## src/rtl/slt_arbiter_pkg.sv

```systemverilog
// Shared types for the two-requester signed less-than arbiter.
// The requester id is a single bit because the arbiter serves exactly two ports.
package slt_arbiter_pkg;

    localparam int NREQ = 2;

    typedef logic req_id_t;

    typedef enum logic [1:0] {
        S_IDLE = 2'd0,
        S_CMP  = 2'd1,
        S_RESP = 2'd2
    } state_t;

endpackage

```

## src/rtl/slt.sv

```systemverilog
// Structural signed less-than: the sign of the (N+1)-bit difference a - b.
// Widening by one bit means the subtraction cannot overflow, even for opposite-sign extremes.
module slt #(
    parameter int N = 32
) (
    input  logic [N-1:0] a,
    input  logic [N-1:0] b,
    output logic         lt
);

    logic [N-1:0] b_inv;
    logic [N:0]   carry;

    assign carry[0] = 1'b1;

    generate
        for (genvar gi = 0; gi < N; gi++) begin : g_chain
            assign b_inv[gi]   = ~b[gi];
            assign carry[gi+1] = (a[gi] & b_inv[gi]) | (carry[gi] & (a[gi] ^ b_inv[gi]));
        end
    endgenerate

    // Bit N of sign_ext(a) + sign_ext(~b) + 1; the sum bits below it are never needed.
    assign lt = a[N-1] ^ b_inv[N-1] ^ carry[N];

endmodule

```

## src/rtl/slt_arbiter.sv

```systemverilog
// Round-robin arbiter that serves two requesters through one shared signed comparator.
// Each transaction walks IDLE -> CMP -> RESP and holds RESP until its requester consumes the result.
module slt_arbiter
    import slt_arbiter_pkg::*;
#(
    parameter int N    = 32,
    parameter int NREQ = slt_arbiter_pkg::NREQ
) (
    input  logic            clk,
    input  logic            rst,
    input  logic [NREQ-1:0] req_valid,
    output logic [NREQ-1:0] req_ready,
    input  logic [N-1:0]    req_a0,
    input  logic [N-1:0]    req_b0,
    input  logic [N-1:0]    req_a1,
    input  logic [N-1:0]    req_b1,
    output logic [NREQ-1:0] rsp_valid,
    input  logic [NREQ-1:0] rsp_ready,
    output logic            rsp_out,
    output logic            busy
);

    state_t          state_reg;
    req_id_t         id_reg;
    req_id_t         last_grant_reg;
    logic [N-1:0]    a_reg;
    logic [N-1:0]    b_reg;
    logic            result_reg;
    logic [NREQ-1:0] rsp_valid_reg;
    logic            busy_reg;

    logic            any_valid;
    logic            accept;
    req_id_t         grant_id;
    logic [NREQ-1:0] id_onehot;
    logic            slt_out;

    assign any_valid = |req_valid;

    // Requester 1 wins when it is alone, or when both contend and requester 1 was not granted last.
    assign grant_id = req_valid[1] & (~req_valid[0] | ~last_grant_reg);

    assign accept = (state_reg == S_IDLE) & any_valid & ~rst;

    generate
        for (genvar gi = 0; gi < NREQ; gi++) begin : g_port
            assign req_ready[gi] = accept & (grant_id == req_id_t'(gi));
            assign id_onehot[gi] = (id_reg == req_id_t'(gi));
        end
    endgenerate

    slt #(
        .N(N)
    ) u_slt (
        .a  (a_reg),
        .b  (b_reg),
        .lt (slt_out)
    );

    always_ff @(posedge clk or posedge rst) begin
        if (rst) begin
            state_reg      <= S_IDLE;
            id_reg         <= 1'b0;
            last_grant_reg <= 1'b1;
            a_reg          <= '0;
            b_reg          <= '0;
            result_reg     <= 1'b0;
            rsp_valid_reg  <= '0;
            busy_reg       <= 1'b0;
        end else begin
            case (state_reg)
                S_IDLE: begin
                    if (accept) begin
                        a_reg          <= grant_id ? req_a1 : req_a0;
                        b_reg          <= grant_id ? req_b1 : req_b0;
                        id_reg         <= grant_id;
                        last_grant_reg <= grant_id;
                        busy_reg       <= 1'b1;
                        state_reg      <= S_CMP;
                    end
                end
                S_CMP: begin
                    result_reg    <= slt_out;
                    rsp_valid_reg <= id_onehot;
                    state_reg     <= S_RESP;
                end
                S_RESP: begin
                    // Only the owning requester's ready bit can release the result.
                    if (rsp_ready[id_reg]) begin
                        rsp_valid_reg <= '0;
                        busy_reg      <= 1'b0;
                        state_reg     <= S_IDLE;
                    end
                end
                default: begin
                    rsp_valid_reg <= '0;
                    busy_reg      <= 1'b0;
                    state_reg     <= S_IDLE;
                end
            endcase
        end
    end

    assign rsp_valid = rsp_valid_reg;
    assign rsp_out   = result_reg;
    assign busy      = busy_reg;

endmodule

```

## config.mk

```make
export PLATFORM = sky130hd
export DESIGN_NAME = slt_arbiter
export DESIGN_NICKNAME = d
export VERILOG_FILES = /design/src/rtl/slt_arbiter_pkg.sv /design/src/rtl/slt.sv /design/src/rtl/slt_arbiter.sv
export SDC_FILE = /design/constraint.sdc
export NUM_CORES = 1
export LEC_CHECK = 0
export ABC_AREA = 0
export CAP_MARGIN = 0
export CORE_MARGIN = 2
export CORE_UTILIZATION = 41
export DETAILED_ROUTE_END_ITERATION = 6
export HOLD_SLACK_MARGIN = 0.1
export PLACE_DENSITY_LB_ADDON = 0.15
export SLEW_MARGIN = 20
export SYNTH_ARGS = -nofsm -noshare
export SYNTH_HDL_FRONTEND = slang
export SYNTH_SLANG_ARGS = --single-unit
```

## constraint.sdc

```tcl
create_clock -name clk -period 2.21 [get_ports clk]
set_input_delay 0.3315 -clock clk [delete_from_list [all_inputs] [get_ports clk]]
set_output_delay 0.3315 -clock clk [all_outputs]
set_load 0.005 [all_outputs]
```

Word level (Yosys, flattened, before mapping)

Cells that the tools add are included.

Flip-flop bits (word level): 72
Input port bits: 134
Output and inout port bits: 6
Word-level logic and storage cells: 203

Magnitude comparators: 1
Equal/unequal tests: 4
Muxes and demuxes: 11
Bitwise operators: 173
Reductions and logical operators: 6

Operator list:

| cell                                                | number |
|---|---|
| bitwise AND 1 bit                                   | 68 |
| two-way mux 32 bit                                  | 2 |
| NOT 1 bit                                           | 39 |
| bitwise OR 1 bit                                    | 33 |
| bitwise XOR 1 bit                                   | 33 |
| case mux 2 bit (3 select lines)                     | 2 |
| AND reduction 2 bit                                 | 3 |
| two-way mux 1 bit                                   | 4 |
| two-way mux 2 bit                                   | 2 |
| != test 2 bit, second input constant                | 2 |
| case mux 1 bit (3 select lines)                     | 1 |
| AND reduction 3 bit                                 | 1 |
| equality test 2 x 1 -> 1 bit, second input constant | 1 |
| equality test 2 bit, second input constant          | 1 |
| zero test 2 bit                                     | 1 |
| < comparator 1 x 2 -> 1 bit, second input constant  | 1 |
| OR reduction 2 bit                                  | 1 |

Longest topological paths before layout

Gate-level depths: netlist of the first run.

Word-level depth: 66
Gate-level depth with buffers: 8
Mapped depth without buffers: 8

Modules after synthesis

Synthesis of the first run repeated with hierarchy kept, for this count alone.

Cell total of the unflattened synthesis: 427
Area, all modules: 4181.5 µm²

By module, submodules not included:

| module      | instances | cells each | area each (µm²) | sequential area each (µm²) |
|---|---|---|---|---|
| slt_arbiter | 1         | 323        | 3383.2          | 1803.0 |
| slt         | 1         | 104        | 798.3           | 0.0 |

Least setup slack after synthesis of the first run

No wires, ideal clock.

Kind: register to register
Start: reg a_reg[14]
End: reg result_reg, in the netlist rsp_out
Library setup time: 0.077 ns
Arrival time: 1.608 ns
Required time: 2.133 ns
Path slack: 0.524 ns
Cell stages (with the launch flop): 8
Buffers on the path: 0
Period minus slack after synthesis: 1.686 ns
Cells stage by stage: dfrtp_1 > ha_1 > a21o_1 > a2111oi_2 > o21ai_1 > a21oi_1 > o221ai_1 > a21oi_1

Word-level cells in the longest chain between the ends: 38
Elaborated cells between the ends (all ways): 39
Classes of those cells: bitwise (39)

Ends and longest elaborated chain:

| what                   | line              | text |
|---|---|---|
| from (decl)            | slt_arbiter.sv:26 | `logic [N-1:0] a_reg;` |
| from (signal assigned) | slt_arbiter.sv:74 | `a_reg <= grant_id ? req_a1 : req_a0;` |
| bitwise XOR 1 bit      | slt.sv:19         | `assign carry[gi+1] = (a[gi] & b_inv[gi]) \| (carry[gi] & (a[gi] ^ b_inv[gi]));` |
| bitwise AND 1 bit      | slt.sv:19         |  |
| bitwise OR 1 bit (*)   | slt.sv:19         |  |
| bitwise AND 1 bit (*)  | slt.sv:19         |  |
| bitwise OR 1 bit (*)   | slt.sv:19         |  |
| bitwise AND 1 bit (*)  | slt.sv:19         |  |
| bitwise OR 1 bit (*)   | slt.sv:19         |  |
| bitwise AND 1 bit (*)  | slt.sv:19         |  |
| [... 22 more ...]      | --                |  |
| bitwise OR 1 bit (*)   | slt.sv:19         |  |
| bitwise AND 1 bit (*)  | slt.sv:19         |  |
| bitwise OR 1 bit (*)   | slt.sv:19         |  |
| bitwise AND 1 bit (*)  | slt.sv:19         |  |
| bitwise OR 1 bit (*)   | slt.sv:19         |  |
| bitwise AND 1 bit (*)  | slt.sv:19         |  |
| bitwise OR 1 bit (*)   | slt.sv:19         |  |
| bitwise XOR 1 bit (*)  | slt.sv:24         | `assign lt = a[N-1] ^ b_inv[N-1] ^ carry[N];` |
| to (signal assigned)   | slt_arbiter.sv:83 | `result_reg <= slt_out;` |
| to (decl)              | slt_arbiter.sv:28 | `logic result_reg;` |

Every way passes the cells marked *; elsewhere a longest branch is shown, timed or not.
A chain may end at the register's enable or synchronous reset.

Worst setup path in the final report of the first run

Start: reg state_reg[0]
End: out req_ready[1]

Word-level cells in the longest chain between the ends: 4

Ends and longest elaborated chain:

| what                           | line              | text |
|---|---|---|
| from (decl)                    | slt_arbiter.sv:23 | `state_t state_reg;` |
| from (signal assigned)         | slt_arbiter.sv:62 | `state_reg <= S_IDLE;` |
| from (signal assigned)         | slt_arbiter.sv:79 | `state_reg <= S_CMP;` |
| from (signal assigned)         | slt_arbiter.sv:85 | `state_reg <= S_RESP;` |
| zero test 2 bit                | slt_arbiter.sv:43 | `assign accept = (state_reg == S_IDLE) & any_valid & ~rst;` |
| bitwise AND 1 bit (2 in a row) | slt_arbiter.sv:43 |  |
| bitwise AND 1 bit              | slt_arbiter.sv:47 | `assign req_ready[gi] = accept & (grant_id == req_id_t'(gi));` |
| to (decl)                      | slt_arbiter.sv:12 | `output logic [NREQ-1:0] req_ready,` |

No other way between the ends.

==> results of run 1 <==
-- worst register-to-register path: stages (launching register included) --
cell and delay [ns]:
dfrtp_1 0.39, ha_1 0.31, a21o_1 0.17, a2111oi_2 0.37, o21ai_1 0.10, a21oi_1 0.18, o221ai_1 0.16, a21oi_1 0.18
-- metrics by stage --
step           worst slack (ns)  power (µW)
3_3_place_gp             0.0634        5140
3_5_place_dp             0.0597        5240
6_report                 0.0801        6410
2_1_floorplan            0.0552        4340
4_1_cts                  0.0379        6510
5_1_grt                 0.00573        7020
-- where the power goes --
group | switching [µW] | internal, µW | total (µW) | leakage, µW
registers | 417 | 1970 | 2380 | 0.000881
clock network | 490 | 729 | 1220 | 0.000115
logic | 1330 | 1480 | 2810 | 0.00173
total | 2230 | 4170 | 6410 | 0.00273
-- final cells by class --
type | instances | area (µm²) | share of cell area (%)
multi-input combinational | 156 | 1480 | 26.9
inverter | 100 | 375 | 6.80
timing repair buffer | 147 | 1480 | 26.8
tap | 111 | 139 | 2.52
sequential | 72 | 1800 | 32.7
clock inverter | 4 | 75.1 | 1.36
clock buffer | 12 | 165 | 2.99
-- cells in the final DEF, fill, tap and decap left out, drive strengths merged, types with 3 or more instances in the layout --
cell           netlist  routed
inv                100     100
dfrtp               71      71
a21oi                5       5
nand2b               3       3
a222oi              64      64
buf                 19       8
nand3                3       3
o21ai                7       7
a21o                 8       8
a31oi                3       3
a2111oi              4       4
clkbuf               3      12
o2111ai              3       3
clkdlybuf4s50        0     138
o21a                 4       4
ha                  31      31
nor2                 5       5
-- logic make-up (layout without fill, tap and decap cells) --
logic type | after synthesis | in the layout
flops | 72 | 72
simple gates | 20 | 20
buf+inv | 122 | 263
fa+ha+maj | 31 | 31
compound gates | 105 | 105
-- timing repair --
item / 4_1_cts / 5_1_grt
setup endpoints to repair: 1 / 1
resized for setup: 1 / 2
pin swaps: 0 / 1
-- per-layer routing --
metal | GRT usage, % | part of all wire [%] | vias up
met5 | 0 | 0 | -
li1 | - | - | 1578
met2 | 31.4 | 47 | 120
met1 | 25.6 | 45 | 1556
met4 | 6.53 | 1.4 | 0
met3 | 3.83 | 6.6 | 11
-- worst max path at each step --
stage,from,endpoint,slack [ns],cells past startpoint
after floorplan,rst,a_reg[0]$_DFFE_PP0P_,0.06,1
after global placement,rst,req_ready[1],0.06,4
after detailed placement,rst,req_ready[1],0.06,4
after CTS,state_reg[1]$_DFFE_PP0P_,req_ready[1],0.04,3
after global routing,state_reg[0]$_DFFE_PP0P_,req_ready[0],0.006,4
final,state_reg[0]$_DFFE_PP0P_,req_ready[1],0.08,3
==> out/qor.yml, run 1 <==
status: "complete, no violations"
num_antenna_cells: 0
syn_inst: 350
yosys.area_share.xor_xnor_pct: 0
dieArea_mm2: 0.0101
nFillCells: 775
yosys.area.top_type: "dfrtp_1"
route.detailed.drc: 0
instances_no_fill: 602
synth_common_cells: "inv_1, dfrtp_1, a222oi_1"
layout.nets: 651
portBuffers: 139
drive_above_1_share_pct: 6.92
die_y_um: 100
finalMaxSlewViolations: 0
placed_cell_area_mm2: 0.00527
path_cells: "nor3_4 > and3_4 > clkdlybuf4s50_1"
cts_sinks: 72
rsz0062_at_grt: "no"
path_class: "reg2out"
slowest_delay_ns: 0.50
hold_ws_ns: 0.177
vdd_drop_max_v: 0.000805
synth_top_family_by_area: "compound AO/OA/AOI/OAI gates"
seq_area_frac_synth_pct: 47.4
yosys.area_share.adder_pct: 10.2
die_width_um: 100
cts_hold_buffers: 0
grt_pass1_vias: 3324
ys_ff_latch: 72
h-tree-depth: 3
synth-main-ff-cell: "dfrtp_1"
core_mm2: 0.00911
dp_hpwl_mm: 6.98
netlist_area_mm2: 0.00381
clk_path_buf_depth: 2
max-slew-margin-rel_pct: 68.5
fin_crit_ns: 2.13
fmax_mhz: 470
rows: 35
fin_util_pct: 60.6
clk_pin_slew_ns: 0.08
synth_edf_count: 0
setup_viol: 0
post_cts_buffers: 0
synth_top_cell_area_share_pct: 46.7
holdCritPathClass: "in2async"
synthDistinctLibCells: 37
cp-start-kind: "flop"
avgSynthCellArea_um2: 10.9
power.density_mw_per_mm2: 1160
slowest_stage: "clkdlybuf4s50_1"
reg2reg_to: "rsp_out$_DFFE_PP0P_"
place_inst: 586
grt_usage_pct: 19.2
io_pins: 140
via_count: 3265
syn-num-nets: 515
drt_wl_total_mm: 9.62
grt_pass1_wl_mm: 15.5
tritoncts: "done"
clock_latency_ns: 0.33
synth-simple-area-share_pct: 2.96
fin_crit_sh_pct: 96.4
crit_buf_inv: 1
synth_compound_area_share_pct: 25.1
clock-root-buffer: "clkbuf_8"
ff2ff_setup_slack_ns: 0.28
synthMuxAreaShare_pct: 0
drt_iter0_drc: 324
worst_pin_slew_ns: 0.472
antenna_found_initial: 0
async_flop_share_pct: 100
r2r_start: "a_reg[9]$_DFFE_PP0P_"
critPathTopFamily: "simple AND/OR/NAND/NOR gates"
skew_ns: 0.0118
p_leak_uw: 0.00273
area_growth_pct: 45.0
critPathArrivalTime_ns: 1.80
overflow: 0
finalInstanceArea_mm2: 0.00552
final_antenna_net_count: 0
start_util_pct: 41.8
tns_ns: 0
viasPerCell: 5.42
max_cap_violations: 0
ys_warn_count: 0
cp_max_fo: 6
critPathRequiredTime_ns: 1.88
place.gp.congestion: 0.777
grt_max_degree: 67
critPathCaptureType: "primary output"
drt_first_pass_iters: 7
worstRegToRegCells: 7
detail_route.wl_per_cell_um: 16.0
synthTopCellsByArea: "dfrtp_1, a222oi_1, ha_1"
yosysMostFrequentCell: "inv_1"
cts_made_buffers: 9
hold_viol: 0
Note: power is estimated with default switching activity, not from simulation.
==> run 2: changes to the inputs <==
--- a/config.mk
+++ b/config.mk
@@ -6,6 +6,7 @@
 export NUM_CORES = 1
 export LEC_CHECK = 0
 export ABC_AREA = 0
+export ABC_CLOCK_PERIOD_IN_PS = 2210
 export CAP_MARGIN = 0
 export CORE_MARGIN = 2
 export CORE_UTILIZATION = 41
@@ -16,3 +17,4 @@
 export SYNTH_ARGS = -nofsm -noshare
 export SYNTH_HDL_FRONTEND = slang
 export SYNTH_SLANG_ARGS = --single-unit
+export TNS_END_PERCENT = 5
==> results of run 2 <==
No change in the layout: final DEF, timing and power equal those of run 1.
==> run 3: changes to the inputs <==
--- a/config.mk
+++ b/config.mk
@@ -6,10 +6,11 @@
 export NUM_CORES = 1
 export LEC_CHECK = 0
 export ABC_AREA = 0
-export ABC_CLOCK_PERIOD_IN_PS = 2210
+export ABC_CLOCK_PERIOD_IN_PS = 2600
 export CAP_MARGIN = 0
 export CORE_MARGIN = 2
-export CORE_UTILIZATION = 41
+export CORE_UTILIZATION = 50
+export CTS_BUF_LIST = sky130_fd_sc_hd__clkbuf_8
 export DETAILED_ROUTE_END_ITERATION = 6
 export HOLD_SLACK_MARGIN = 0.1
 export PLACE_DENSITY_LB_ADDON = 0.15
==> constraint.sdc (replaced) <==
create_clock -name clk -period 2.6 [get_ports clk]
set_input_delay 0.39 -clock clk [delete_from_list [all_inputs] [get_ports clk]]
set_output_delay 0.39 -clock clk [all_outputs]
set_load 0.005 [all_outputs]
==> run 3 against run 2 <==
Net effect:
- the run now ends with design-rule violations left
- utilization increased by 13 points
- power decreased by 19%
- global-route usage increased by 4.0 points
- worst setup slack improved by 0.22 ns
- final area decreased by 2.0%
- first-iteration DRC count increased by 7.4%
- highest routed layer unchanged
- sequential power decreased by 15%
- clock power decreased by 36%
==> out/qor.yml, run 3 (same netlist as run 1, synthesis figures left out) <==
status: "complete, but fails checks"
violations: "design-rule violations"
detail_route.wl_per_cell_um: 16.2  # +1.1%
num_antenna_cells: 0  # unchanged
finalMaxSlewViolations: 0  # unchanged
setup_viol: 0  # unchanged
tns_ns: 0  # unchanged
drt_wl_total_mm: 9.47  # -1.6%
clk_pin_slew_ns: 0.08  # about the same
worst_pin_slew_ns: 0.709  # +0.236 ns
die_y_um: 91.3  # -9.1%
path_cells: "nor3_2 > o21ai_4 > a21oi_4 > clkdlybuf4s50_1"
h-tree-depth: 3  # unchanged
rsz0062_at_grt: "no"
vdd_drop_max_v: 0.000578  # -28%
worstRegToRegCells: 7  # unchanged
finalInstanceArea_mm2: 0.00541  # -2.0%
p_leak_uw: 0.00267  # -1.9%
dpl_worst_slack_ns: 0.302  # +0.242 ns
cts_hold_buffers: 0  # unchanged
post_cts_resized: 0  # -1
cts_sinks: 72  # unchanged
grt_max_degree: 68  # +1.5%
final_common_cell: "clkdlybuf4s50_1"
core_mm2: 0.00733  # -20%
fin_crit_ns: 2.30
fmax_mhz: 435
clock_latency_ns: 0.35  # +0.02 ns
clk_path_buf_depth: 2  # unchanged
max-slew-margin-rel_pct: 52.8  # -16 points
dieArea_mm2: 0.00833  # -17%
slowest_delay_ns: 0.56  # +0.06 ns
antenna_found_initial: 0  # unchanged
cp-start-kind: "flop"
via_count: 3249  # -0.49%
place.gp.congestion: 0.731  # -5.9%
power.density_mw_per_mm2: 958  # -17%
cts_made_buffers: 9  # unchanged
max_cap_violations: 0  # unchanged
hold_viol: 0  # unchanged
area_growth_pct: 42.0
overflow: 0  # unchanged
drive_above_1_share_pct: 5.95  # -0.97 points
layout.nets: 647  # -0.61%
cp_max_fo: 5  # -1
die_width_um: 91.3  # -9.1%
critPathCaptureType: "primary output"
timing.final.ws_setup_ns: 0.300  # +0.219 ns
skew_ns: 0.0124  # +0.000620 ns
holdCritPathClass: "in2async"
grt_pass1_wl_mm: 15.6  # +0.58%
rows: 31  # -11%
grt_pass1_vias: 3300  # -0.72%
slowest_stage: "clkdlybuf4s50_1"
critPathArrivalTime_ns: 1.91  # +0.11 ns
ff2ff_setup_slack_ns: 0.67  # +0.39 ns
io_pins: 140  # unchanged
critPathRequiredTime_ns: 2.21  # +0.33 ns
mostFrequentLayoutCells: "clkdlybuf4s50_1, inv_1, dfrtp_1"
path_class: "reg2out"
portBuffers: 139  # unchanged
placed_cell_area_mm2: 0.00523  # -0.62%
hold_ws_ns: 0.468  # +0.291 ns
start_util_pct: 51.9  # +10 points
final_antenna_net_count: 0  # unchanged
dp_hpwl_mm: 6.58  # -5.8%
post_cts_buffers: 0  # unchanged
fin_crit_sh_pct: 88.5
clock-root-buffer: "clkbuf_8"
tritoncts: "done"
grt_usage_pct: 23.2  # +4.0 points
r2r_start: "a_reg[14]$_DFFE_PP0P_"
reg2reg_to: "rsp_out$_DFFE_PP0P_"
drt_iter0_drc: 348  # +7.4%
route.detailed.drc: 1  # +1
drt_first_pass_iters: 7  # unchanged
viasPerCell: 5.54  # +2.2%
==> run 3: changes by cell type in the layout (fill, tap and decap cells not counted), sizes merged, moves of 2 or more <==
cell,change
clkinv,+2
bufinv,-2
clkbuf,-2
buf,-4
==> run 3: per-stage QoR <==
step | utilization, % | power (µW) | std cells
after global placement | 71.4 | 4320 | 570
final | 73.8 | 5180 | 586
after global routing | 73.8 | 5660 | 586
after CTS | 73.8 | 5230 | 586
after floorplan | - | 3690 | 350
after detailed placement | 71.4 | 4410 | 570
==> run 3: routing by layer <==
| layer | part of all wire [%] | vias to the layer above | routed length (µm) | global-route usage (%) |
|---|---|---|---|---|
| li1 | - | 1568 | - | - |
| met1 | 43 | 1528 | 4030 | 30.4 |
| met2 | 49 | 142 | 4620 | 39.5 |
| met3 | 7.5 | 11 | 707 | 5.06 |
| met4 | 1.1 | 0 | 106 | 5.30 |
| met5 | 0 | - | 0 | 0 |
==> run 3: area by class of cell <==
type	count	area (µm²)
tap	99	124
fill	507	1920
clock inverter	6	36.3
clock buffer	10	138
inverter	100	375
timing repair buffer	143	1460
sequential	72	1800
multi-input combinational	156	1470
==> run 3: worst max-delay path by stage <==
stage	from	to	slack [ns]	cells past startpoint
floorplan	rst	a_reg[0]$_DFFE_PP0P_	0.39	1
global placement	rst	req_ready[0]	0.30	5
detailed placement	rst	req_ready[0]	0.30	5
CTS	state_reg[1]$_DFFE_PP0P_	req_ready[0]	0.28	4
global route	state_reg[0]$_DFFE_PP0P_	req_ready[0]	0.21	4
finish	state_reg[1]$_DFFE_PP0P_	req_ready[0]	0.30	4
==> run 3: critical path, delay by kind of cell, from the launching register on <==
family,cells,cell delay (ns)
flops,1,0.43
compound gates,2,0.30
simple gates,1,0.29
buf+inv,1,0.56
==> run 3: report_power, final <==
part / switching (µW) / internal [µW]
registers: 347 / 1670
clock network: 413 / 365
logic: 1140 / 1250
